**src/rtl/gpio_access_arbiter_if.sv**
```systemverilog
// Request/response and subunit register-port bundle for gpio_access_arbiter.
// Requester i raises req[i] (with its fields) and holds it until gnt[i]. That grant is the
// acceptance. done[i] then pulses once with rdata_out, and the strobes go out for exactly one cycle.
interface gpio_access_arbiter_if #(
  parameter int NUM_REQ = 2,
  parameter int ADDR_W  = 6,
  parameter int DATA_W  = 16
);
  logic [NUM_REQ-1:0]        req;
  logic [NUM_REQ-1:0]        req_write;
  logic [NUM_REQ*ADDR_W-1:0] req_addr;
  logic [NUM_REQ*DATA_W-1:0] req_wdata;
  logic [NUM_REQ-1:0]        gnt;
  logic [NUM_REQ-1:0]        done;
  logic [DATA_W-1:0]         rdata_out;
  logic                      busy;
  logic                      gpio_read;
  logic                      gpio_write;
  logic [ADDR_W-1:0]         gpio_addr;
  logic [DATA_W-1:0]         gpio_wdata;
  logic [DATA_W-1:0]         gpio_rdata;

  modport slave (
    input  req, req_write, req_addr, req_wdata, gpio_rdata,
    output gnt, done, rdata_out, busy, gpio_read, gpio_write, gpio_addr, gpio_wdata
  );

  modport master (
    output req, req_write, req_addr, req_wdata, gpio_rdata,
    input  gnt, done, rdata_out, busy, gpio_read, gpio_write, gpio_addr, gpio_wdata
  );
endinterface

```
**src/rtl/gpio_access_arbiter.sv**
```systemverilog
// Round-robin arbiter sharing the GPIO lite register port among NUM_REQ requesters.
// Each access goes through IDLE -> ISSUE -> CAPTURE -> RESP. It issues a single one-cycle strobe, so read-to-clear fires once.
module gpio_access_arbiter #(
  parameter int NUM_REQ = 2,
  parameter int ADDR_W  = 6,
  parameter int DATA_W  = 16
) (
  input  logic                  pclk12,
  input  logic                  n_reset12,
  gpio_access_arbiter_if.slave  bus,
  output logic [1:0]            o_dbg_state
);
  localparam int IDX_W = (NUM_REQ > 2) ? 2 : 1;
  localparam logic [NUM_REQ-1:0] ONE = {{(NUM_REQ-1){1'b0}}, 1'b1};

  typedef enum logic [1:0] {S_IDLE, S_ISSUE, S_CAPTURE, S_RESP} state_t;

  state_t              r_state;
  logic [IDX_W-1:0]    r_rr_last;
  logic [IDX_W-1:0]    r_idx;
  logic                r_write;
  logic [NUM_REQ-1:0]  r_gnt;
  logic [NUM_REQ-1:0]  r_done;
  logic [DATA_W-1:0]   r_rdata;
  logic                r_busy;
  logic                r_gpio_read;
  logic                r_gpio_write;
  logic [ADDR_W-1:0]   r_gpio_addr;
  logic [DATA_W-1:0]   r_gpio_wdata;

  logic                w_found;
  logic [IDX_W-1:0]    w_win;
  int                  w_cand;

  // Search upward from the requester just after the last winner, wrapping around.
  always_comb begin
    w_found = 1'b0;
    w_win   = '0;
    w_cand  = 0;
    for (int k = 1; k <= NUM_REQ; k++) begin
      w_cand = (int'(r_rr_last) + k) % NUM_REQ;
      if (!w_found && bus.req[IDX_W'(w_cand)]) begin
        w_found = 1'b1;
        w_win   = IDX_W'(w_cand);
      end
    end
  end

  always_ff @(posedge pclk12) begin
    if (!n_reset12) begin
      r_state      <= S_IDLE;
      r_rr_last    <= IDX_W'(NUM_REQ - 1);
      r_idx        <= '0;
      r_write      <= 1'b0;
      r_gnt        <= '0;
      r_done       <= '0;
      r_rdata      <= '0;
      r_busy       <= 1'b0;
      r_gpio_read  <= 1'b0;
      r_gpio_write <= 1'b0;
      r_gpio_addr  <= '0;
      r_gpio_wdata <= '0;
    end else begin
      case (r_state)
        S_IDLE: begin
          if (w_found) begin
            r_state      <= S_ISSUE;
            r_idx        <= w_win;
            r_rr_last    <= w_win;
            r_write      <= bus.req_write[w_win];
            r_gnt        <= ONE << w_win;
            r_busy       <= 1'b1;
            r_gpio_write <= bus.req_write[w_win];
            r_gpio_read  <= ~bus.req_write[w_win];
            r_gpio_addr  <= bus.req_addr[int'(w_win)*ADDR_W +: ADDR_W];
            r_gpio_wdata <= bus.req_wdata[int'(w_win)*DATA_W +: DATA_W];
          end
        end
        S_ISSUE: begin
          r_state      <= S_CAPTURE;
          r_gnt        <= '0;
          r_gpio_read  <= 1'b0;
          r_gpio_write <= 1'b0;
          r_gpio_addr  <= '0;
          r_gpio_wdata <= '0;
        end
        S_CAPTURE: begin
          // The subunit registered its read data on the strobe edge, so it is valid now.
          r_rdata <= r_write ? '0 : bus.gpio_rdata;
          r_done  <= ONE << r_idx;
          r_state <= S_RESP;
        end
        S_RESP: begin
          r_done  <= '0;
          r_busy  <= 1'b0;
          r_state <= S_IDLE;
        end
        default: r_state <= S_IDLE;
      endcase
    end
  end

  assign bus.gnt        = r_gnt;
  assign bus.done       = r_done;
  assign bus.rdata_out  = r_rdata;
  assign bus.busy       = r_busy;
  assign bus.gpio_read  = r_gpio_read;
  assign bus.gpio_write = r_gpio_write;
  assign bus.gpio_addr  = r_gpio_addr;
  assign bus.gpio_wdata = r_gpio_wdata;
  assign o_dbg_state    = r_state;
endmodule

```
**src/flat_wrapper.sv**
```systemverilog
// flat-port wrapper written by rule: the top's interface ports become plain ports
module gpio_access_arbiter_flat 
#(
  parameter int NUM_REQ = 2,
  parameter int ADDR_W  = 6,
  parameter int DATA_W  = 16
)
  (pclk12, n_reset12, o_dbg_state, bus_req, bus_req_write, bus_req_addr, bus_req_wdata, bus_gpio_rdata, bus_gnt, bus_done, bus_rdata_out, bus_busy, bus_gpio_read, bus_gpio_write, bus_gpio_addr, bus_gpio_wdata);
  gpio_access_arbiter_if #(.NUM_REQ(NUM_REQ), .ADDR_W(ADDR_W), .DATA_W(DATA_W)) bus_i ();
  input  logic pclk12;
  input  logic n_reset12;
  output logic [1:0] o_dbg_state;
  input wire logic [$bits(bus_i.req)-1:0] bus_req;
  input wire logic [$bits(bus_i.req_write)-1:0] bus_req_write;
  input wire logic [$bits(bus_i.req_addr)-1:0] bus_req_addr;
  input wire logic [$bits(bus_i.req_wdata)-1:0] bus_req_wdata;
  input wire logic [$bits(bus_i.gpio_rdata)-1:0] bus_gpio_rdata;
  output wire logic [$bits(bus_i.gnt)-1:0] bus_gnt;
  output wire logic [$bits(bus_i.done)-1:0] bus_done;
  output wire logic [$bits(bus_i.rdata_out)-1:0] bus_rdata_out;
  output wire logic [$bits(bus_i.busy)-1:0] bus_busy;
  output wire logic [$bits(bus_i.gpio_read)-1:0] bus_gpio_read;
  output wire logic [$bits(bus_i.gpio_write)-1:0] bus_gpio_write;
  output wire logic [$bits(bus_i.gpio_addr)-1:0] bus_gpio_addr;
  output wire logic [$bits(bus_i.gpio_wdata)-1:0] bus_gpio_wdata;
  assign bus_i.req = bus_req;
  assign bus_i.req_write = bus_req_write;
  assign bus_i.req_addr = bus_req_addr;
  assign bus_i.req_wdata = bus_req_wdata;
  assign bus_i.gpio_rdata = bus_gpio_rdata;
  assign bus_gnt = bus_i.gnt;
  assign bus_done = bus_i.done;
  assign bus_rdata_out = bus_i.rdata_out;
  assign bus_busy = bus_i.busy;
  assign bus_gpio_read = bus_i.gpio_read;
  assign bus_gpio_write = bus_i.gpio_write;
  assign bus_gpio_addr = bus_i.gpio_addr;
  assign bus_gpio_wdata = bus_i.gpio_wdata;
  gpio_access_arbiter #(.NUM_REQ(NUM_REQ), .ADDR_W(ADDR_W), .DATA_W(DATA_W)) u_core (.pclk12(pclk12), .n_reset12(n_reset12), .bus(bus_i), .o_dbg_state(o_dbg_state));
endmodule
```
**config.mk**
```make
export PLATFORM = sky130hd
export DESIGN_NAME = gpio_access_arbiter_flat
export DESIGN_NICKNAME = d
export VERILOG_FILES = /design/src/rtl/gpio_access_arbiter_if.sv /design/src/rtl/gpio_access_arbiter.sv /design/src/flat_wrapper.sv
export SDC_FILE = /design/constraint.sdc
export NUM_CORES = 1
export LEC_CHECK = 0
export CORE_ASPECT_RATIO = 1.4
export CORE_UTILIZATION = 40
export CTS_BUF_LIST = sky130_fd_sc_hd__clkbuf_4 sky130_fd_sc_hd__clkbuf_8 sky130_fd_sc_hd__clkbuf_16
export CTS_CLUSTER_SIZE = 12
export DETAILED_ROUTE_END_ITERATION = 8
export PLACE_DENSITY = 0.93
export REMOVE_ABC_BUFFERS = 1
export SYNTH_ARGS = -nofsm -noshare
export SYNTH_HDL_FRONTEND = slang
export SYNTH_SLANG_ARGS = --single-unit
```
**constraint.sdc**
```tcl
create_clock -name pclk12 -period 2.63 [get_ports pclk12]
set_input_delay 0.6575 -clock pclk12 [delete_from_list [all_inputs] [get_ports pclk12]]
set_output_delay 0.6575 -clock pclk12 [all_outputs]
set_load 0.02 [all_outputs]
```
# Word level (Yosys, flattened, before mapping)
# Cells that the tools add are included.
# W data, S select, Z words.
totals:
  inputBits: 66
  out_inout_bits: 47
  word_cells: 62
  reg_bits: 50
classes:
  n_eq_ne: 4
  bitwise: 1
  reduce_logical: 9
  mul: 1
  n_lt_le_gt_ge: 3
  mux: 26
  n_shift: 4
  addsub: 2
ops:
  columns: ["cell", "count"]
  rows:
  - ["$mux W16", 2]
  - ["$pmux W16 S2", 1]
  - ["$shiftx A12 B32 Y6", 1]
  - ["$shiftx A32 B6 Y16", 1]
  - ["$mux W1", 13]
  - ["$pmux W6 S2", 1]
  - ["$pmux W2 S2", 2]
  - ["$pmux W2 S4", 1]
  - ["$lt A1 B3 Y1 const B", 2]
  - ["$mux W6", 1]
  - ["$pmux W1 S2", 3]
  - ["$reduce_and A2 Y1", 3]
  - ["$reduce_bool A2 Y1", 3]
  - ["$eq A2 B2 Y1 const B", 2]
  - ["$mux W2", 2]
  - ["$shl A1 B1 Y2 const A", 2]
  - ["$mul A1 B2 Y3 const B", 1]
  - ["$add A1 B1 Y1 const B", 2]
  - ["$eq A2 B1 Y1 const B", 1]
  - ["$logic_not A2 Y1", 1]
  - ["$lt A1 B2 Y1 const B", 1]
  - ["$ne A2 B1 Y1 const B", 1]
  - ["$logic_and A1 B1 Y1", 1]
  - ["$logic_not A1 Y1", 1]
  - ["$not A1 Y1", 1]

# Longest topological paths before layout
logic_depth:
  ltp_word: 13
  depth_mapped: 7

# Least setup slack after synthesis
# No wires, ideal clock.
synth_timing:
  path_type: "register to register"
  from: "reg u_core.r_state[0], in the netlist u_core.o_dbg_state[0]"
  to: "reg u_core.r_gpio_addr[0], in the netlist u_core.bus.gpio_addr[0]"
  arrival_time_ps: 1807
  path_buffers: 2
  setup_slack_ps: 701
  period_less_slack_ps: 1929
  path_stages_with_launch: 8
  path_cell_list: "dfxtp_1 -> inv_1 -> ha_1 -> and3b_1 -> buf_6 -> and3_4 -> buf_6 -> a221o_1"
synth_via:
  elab_chain_cells: 3
synth_rtl:
  columns: ["element", "line", "text"]
  rows:
  - ["start: declaration", "gpio_access_arbiter.sv:18", "state_t r_state;"]
  - ["start signal: assignment", "gpio_access_arbiter.sv:51", "r_state <= S_IDLE;"]
  - ["start signal: assignment", "gpio_access_arbiter.sv:67", "r_state <= S_ISSUE;"]
  - ["start signal: assignment", "gpio_access_arbiter.sv:80", "r_state <= S_CAPTURE;"]
  - ["$logic_not A2 Y1 or $eq A2 B1 Y1 (tied branches)", "gpio_access_arbiter.sv:64", "case (r_state)"]
  - ["$ne A2 B1 Y1 (no line) or $reduce_bool A2 Y1 (tied branches)", null, null]
  - ["$reduce_and A2 Y1 (no line)", null, null]
  - ["end signal: assignment", "gpio_access_arbiter.sv:75", "r_gpio_addr <= bus.req_addr[int'(w_win)*ADDR_W +: ADDR_W];"]
  - ["end: declaration", "gpio_access_arbiter.sv:28", "logic [ADDR_W-1:0] r_gpio_addr;"]
# Parallel ways exist; a longest one is shown, timed or not.
# A chain may end at the register's enable or synchronous reset.

# Worst setup path in the final report
layout_timing:
  from: "reg u_core.r_state[0], in the netlist u_core.o_dbg_state[0]"
  to: "reg u_core.r_rdata[6], in the netlist u_core.bus.rdata_out[6]"
layout_via:
  elab_chain_cells: 1
layout_rtl:
  columns: ["element", "line", "text"]
  rows:
  - ["$eq A2 B2 Y1", "gpio_access_arbiter.sv:64", null]
  - ["end signal: assignment", "gpio_access_arbiter.sv:89", "r_rdata <= r_write ? '0 : bus.gpio_rdata;"]
  - ["end: declaration", "gpio_access_arbiter.sv:24", "logic [DATA_W-1:0] r_rdata;"]
# Every way passes these cells.

==> key figures <==
Floorplan
  – Die area: 5520 sq um
  – Die span in x: 63.1 um
  – Core Area: 4920 sq um
  – Row count: 30
  – Die H: 87.5 um
  – Initial Utilization: 42.5%
  – I/O pin count: 113

Pwr
  – Pwr Total: 2.81 mW
  – Logic gate share of total power: 44.3%
  – Pint: 1.85 mW
  – Pwr dens: 840 nW/um^2
  – Switching power as a share of total power: 34.4%
  – Leakage: 1.36 nW
  – Maximum VDD drop: 409 uV
  – Switching power: 970 uW
  – Register share of total power: 36.8%
  – Clock Power Share: 19.0%

Timing
  – Tmin final: 2.12 ns
  – Final WS setup: 0.507 ns
  – Skew final: 0.00792 ns
  – Final setup vio count: 0
  – Final Hold Vio Count: 0
  – Final period util: 80.7%
  – Maximum clock frequency: 0.471 GHz
  – RSZ-0062 raised after global routing: no
  – Rel. slew slack: 30.8%
  – Final setup TNS: 0 ns
  – Slew Limit Fails: 0
  – Worst Tran Pin Value: 1.04 ns

Route
  – Routed wire length: 5570 um
  – DR iter-0 viols: 81
  – ANT nets after route: 0
  – DRC errors left: 0
  – Total number of vias: 2003
  – Vias/cell: 5.14
  – Drt pass-1 iters: 4
  – Wire per inst: 14.3 um

CTS
  – TritonCTS clock tree: done
  – CTS buffer count: 5
  – Post-cts gate resize count: 0
  – Clock sink count: 50
  – Clock latency on the worst-skew pair: 0.29 ns
  – Clock tree root buffer cell: clkbuf_8
  – Number of post-CTS setup repair buffers: 0
  – Clock buffer depth: 2
  – Clock transition at path regs: 0.08 ns
  – Post-CTS Hold Buffers: 0
  – H-tree levels: 2

Place
  – Post-DP Area: 3240 sq um
  – I/O Buffers: 111
  – Detailed placement HPWL: 4220 um
  – GPL Wtd Cong: 0.774
  – Pre-CTS setup slack: 0.303 ns

Flow run
  – Max Cap Viol: 0

Synthesis
  – Area leader, netlist: dfxtp_1
  – Main area contributors after synthesis: dfxtp_1, mux2_2, nor2_1
  – Post-synthesis cell area: 2090 sq um
  – EDFF count, synth: 0
  – Syn_area_per_cell: 9.58 sq um
  – Library cells used by synthesis: 26
  – #FFs+latches synth: 50
  – Post-synthesis sequential area ratio: 47.9%
  – Main synth FF type: dfxtp_1
  – YS warnings: 0
  – Asr flop ratio synth: 0%
  – Synth top area share: 47.9%
  – Cells after Synth: 218

Status
  – Status: completed

Global routing
  – Grt total ovfl: 0
  – Pin count of the biggest net entering global routing: 21
  – Gr usage total: 20.8%
  – Vias in the first global route: 1995
  – First-pass GRT wire length: 9160 um
  – Antenna violations before repair: 0

Setup path
  – Worst path required time: 2.86 ns
  – Worst-path fanout max: 20
  – Path type of the worst setup path: reg2reg
  – Worst setup SP type: register
  – Crit path DAT: 2.35 ns
  – CP Capture Type: register

Worst hold path
  – Hold Crit Class: reg2reg

Layout
  – Synthesis-to-layout area growth: 60.5%
  – Final instance area: 3350 sq um
  – Ant. Diodes: 0
  – Nets: 398
  – Layout cell share with drive strength beyond 1: 8.90%
[layout by cell type, fill, tap and decap left out, types with 2 or more instances in the layout]
cell / count
a221o_1: 11
nor2b_1: 17
nand2_1: 5
dfxtp_1: 50
and3_1: 12
mux2i_1: 3
inv_1: 4
nand2b_1: 2
a21oi_1: 20
clkbuf_8: 6
ha_1: 6
buf_4: 7
a211oi_1: 2
a22oi_1: 14
clkdlybuf4s50_1: 111
mux2_2: 12
nor2_1: 35
[final timing paths]
| path | startpoint | end | slack [ns] | depth (start not counted) |
|---|---|---|---|---|
| max reg2reg | u_core.o_dbg_state[0] | u_core.bus.rdata_out[6] | 0.51 | 6 |
| min reg2reg | u_core.bus.done[0] | u_core.bus.done[0] | 0.46 | 2 |
| max | u_core.o_dbg_state[0] | u_core.bus.rdata_out[6] | 0.51 | 6 |
| min | u_core.bus.done[0] | u_core.bus.done[0] | 0.46 | 2 |
[kinds of logic (layout without fill, tap and decap cells)]
kind of cell	Yosys count	count (layout)	synth area share (%)
multiplexers	16	16	8.39
AND/OR/NAND/NOR	77	77	18.5
flip-flops	50	50	47.9
AO/OA/AOI/OAI	48	48	16.2
adder cells (fa/ha/maj)	6	6	3.59
buffers and inverters	21	129	5.33
[critical path, stage by stage, from the launching register on]
cell	delay (ns)
dfxtp_1	0.38
inv_1	0.13
ha_1	0.15
buf_4	0.23
nor2b_1	0.85
a21oi_1	0.20
nor2_1	0.12
[synthesized netlist by cell type, drive strengths merged (2+ instances only)]
master	n
and3	13
clkbuf	7
buf	10
dfxtp	50
nor2	35
mux2	12
a211oi	2
nor2b	17
mux2i	4
a221o	11
a22oi	14
nand2	5
inv	4
nand2b	2
ha	6
a21oi	20
[final cells by class]
cell class                      count  area, sq um
Tap cell                           64         80.1
Clock buffer                        6         82.6
Clock inverter                      1         30.0
Multi-Input combinational cell    147          980
Timing Repair Buffer              118         1160
Sequential cell                    50         1000
Fill cell                         418         1570
Inverter                            4         15.0
[routing by layer]
| metal | track usage, % | wire [um] | part of all wire (%) | vias up |
|---|---|---|---|---|
| met1 | 23.5 | 2160 | 39 | 925 |
| li1 | - | - | - | 977 |
| met4 | 8.03 | 122 | 2.2 | 0 |
| met2 | 38.2 | 2950 | 53 | 90 |
| met3 | 4.06 | 337 | 6.1 | 11 |
| met5 | 0 | 0 | 0 | - |
[sequential cells by signal, summed over array words and instances, names as in the netlist]
register               count
u_core.bus.gnt             2
u_core.bus.rdata_out      16
u_core.r_rr_last           1
u_core.bus.done            2
u_core.r_write             1
u_core.bus.gpio_wdata     16
u_core.bus.busy            1
u_core.bus.gpio_read       1
u_core.o_dbg_state         2
u_core.bus.gpio_write      1
u_core.bus.gpio_addr       6
u_core.r_idx               1
[power groups by stage]
stage               Sequential [mW]  Clock, mW  Combinational (mW)
floorplan                      1.21          0               0.497
global placement               1.05          0                1.22
detailed placement             1.05          0                1.25
CTS                            1.04      0.546                1.26
global route                   1.06      0.579                1.36
finish                         1.04      0.534                1.25
[through the flow]
| step | hold WS (ns) | utilization [%] | instances |
|---|---|---|---|
| 2_1_floorplan | 0.445 | - | 201 |
| 3_3_place_gp | 0.443 | 65.9 | 383 |
| 3_5_place_dp | 0.455 | 65.9 | 383 |
| 4_1_cts | 0.467 | 68.2 | 390 |
| 5_1_grt | 0.504 | 68.2 | 390 |
| 6_report | 0.460 | 68.2 | 390 |
Note: power is estimated with default switching activity, not from simulation.
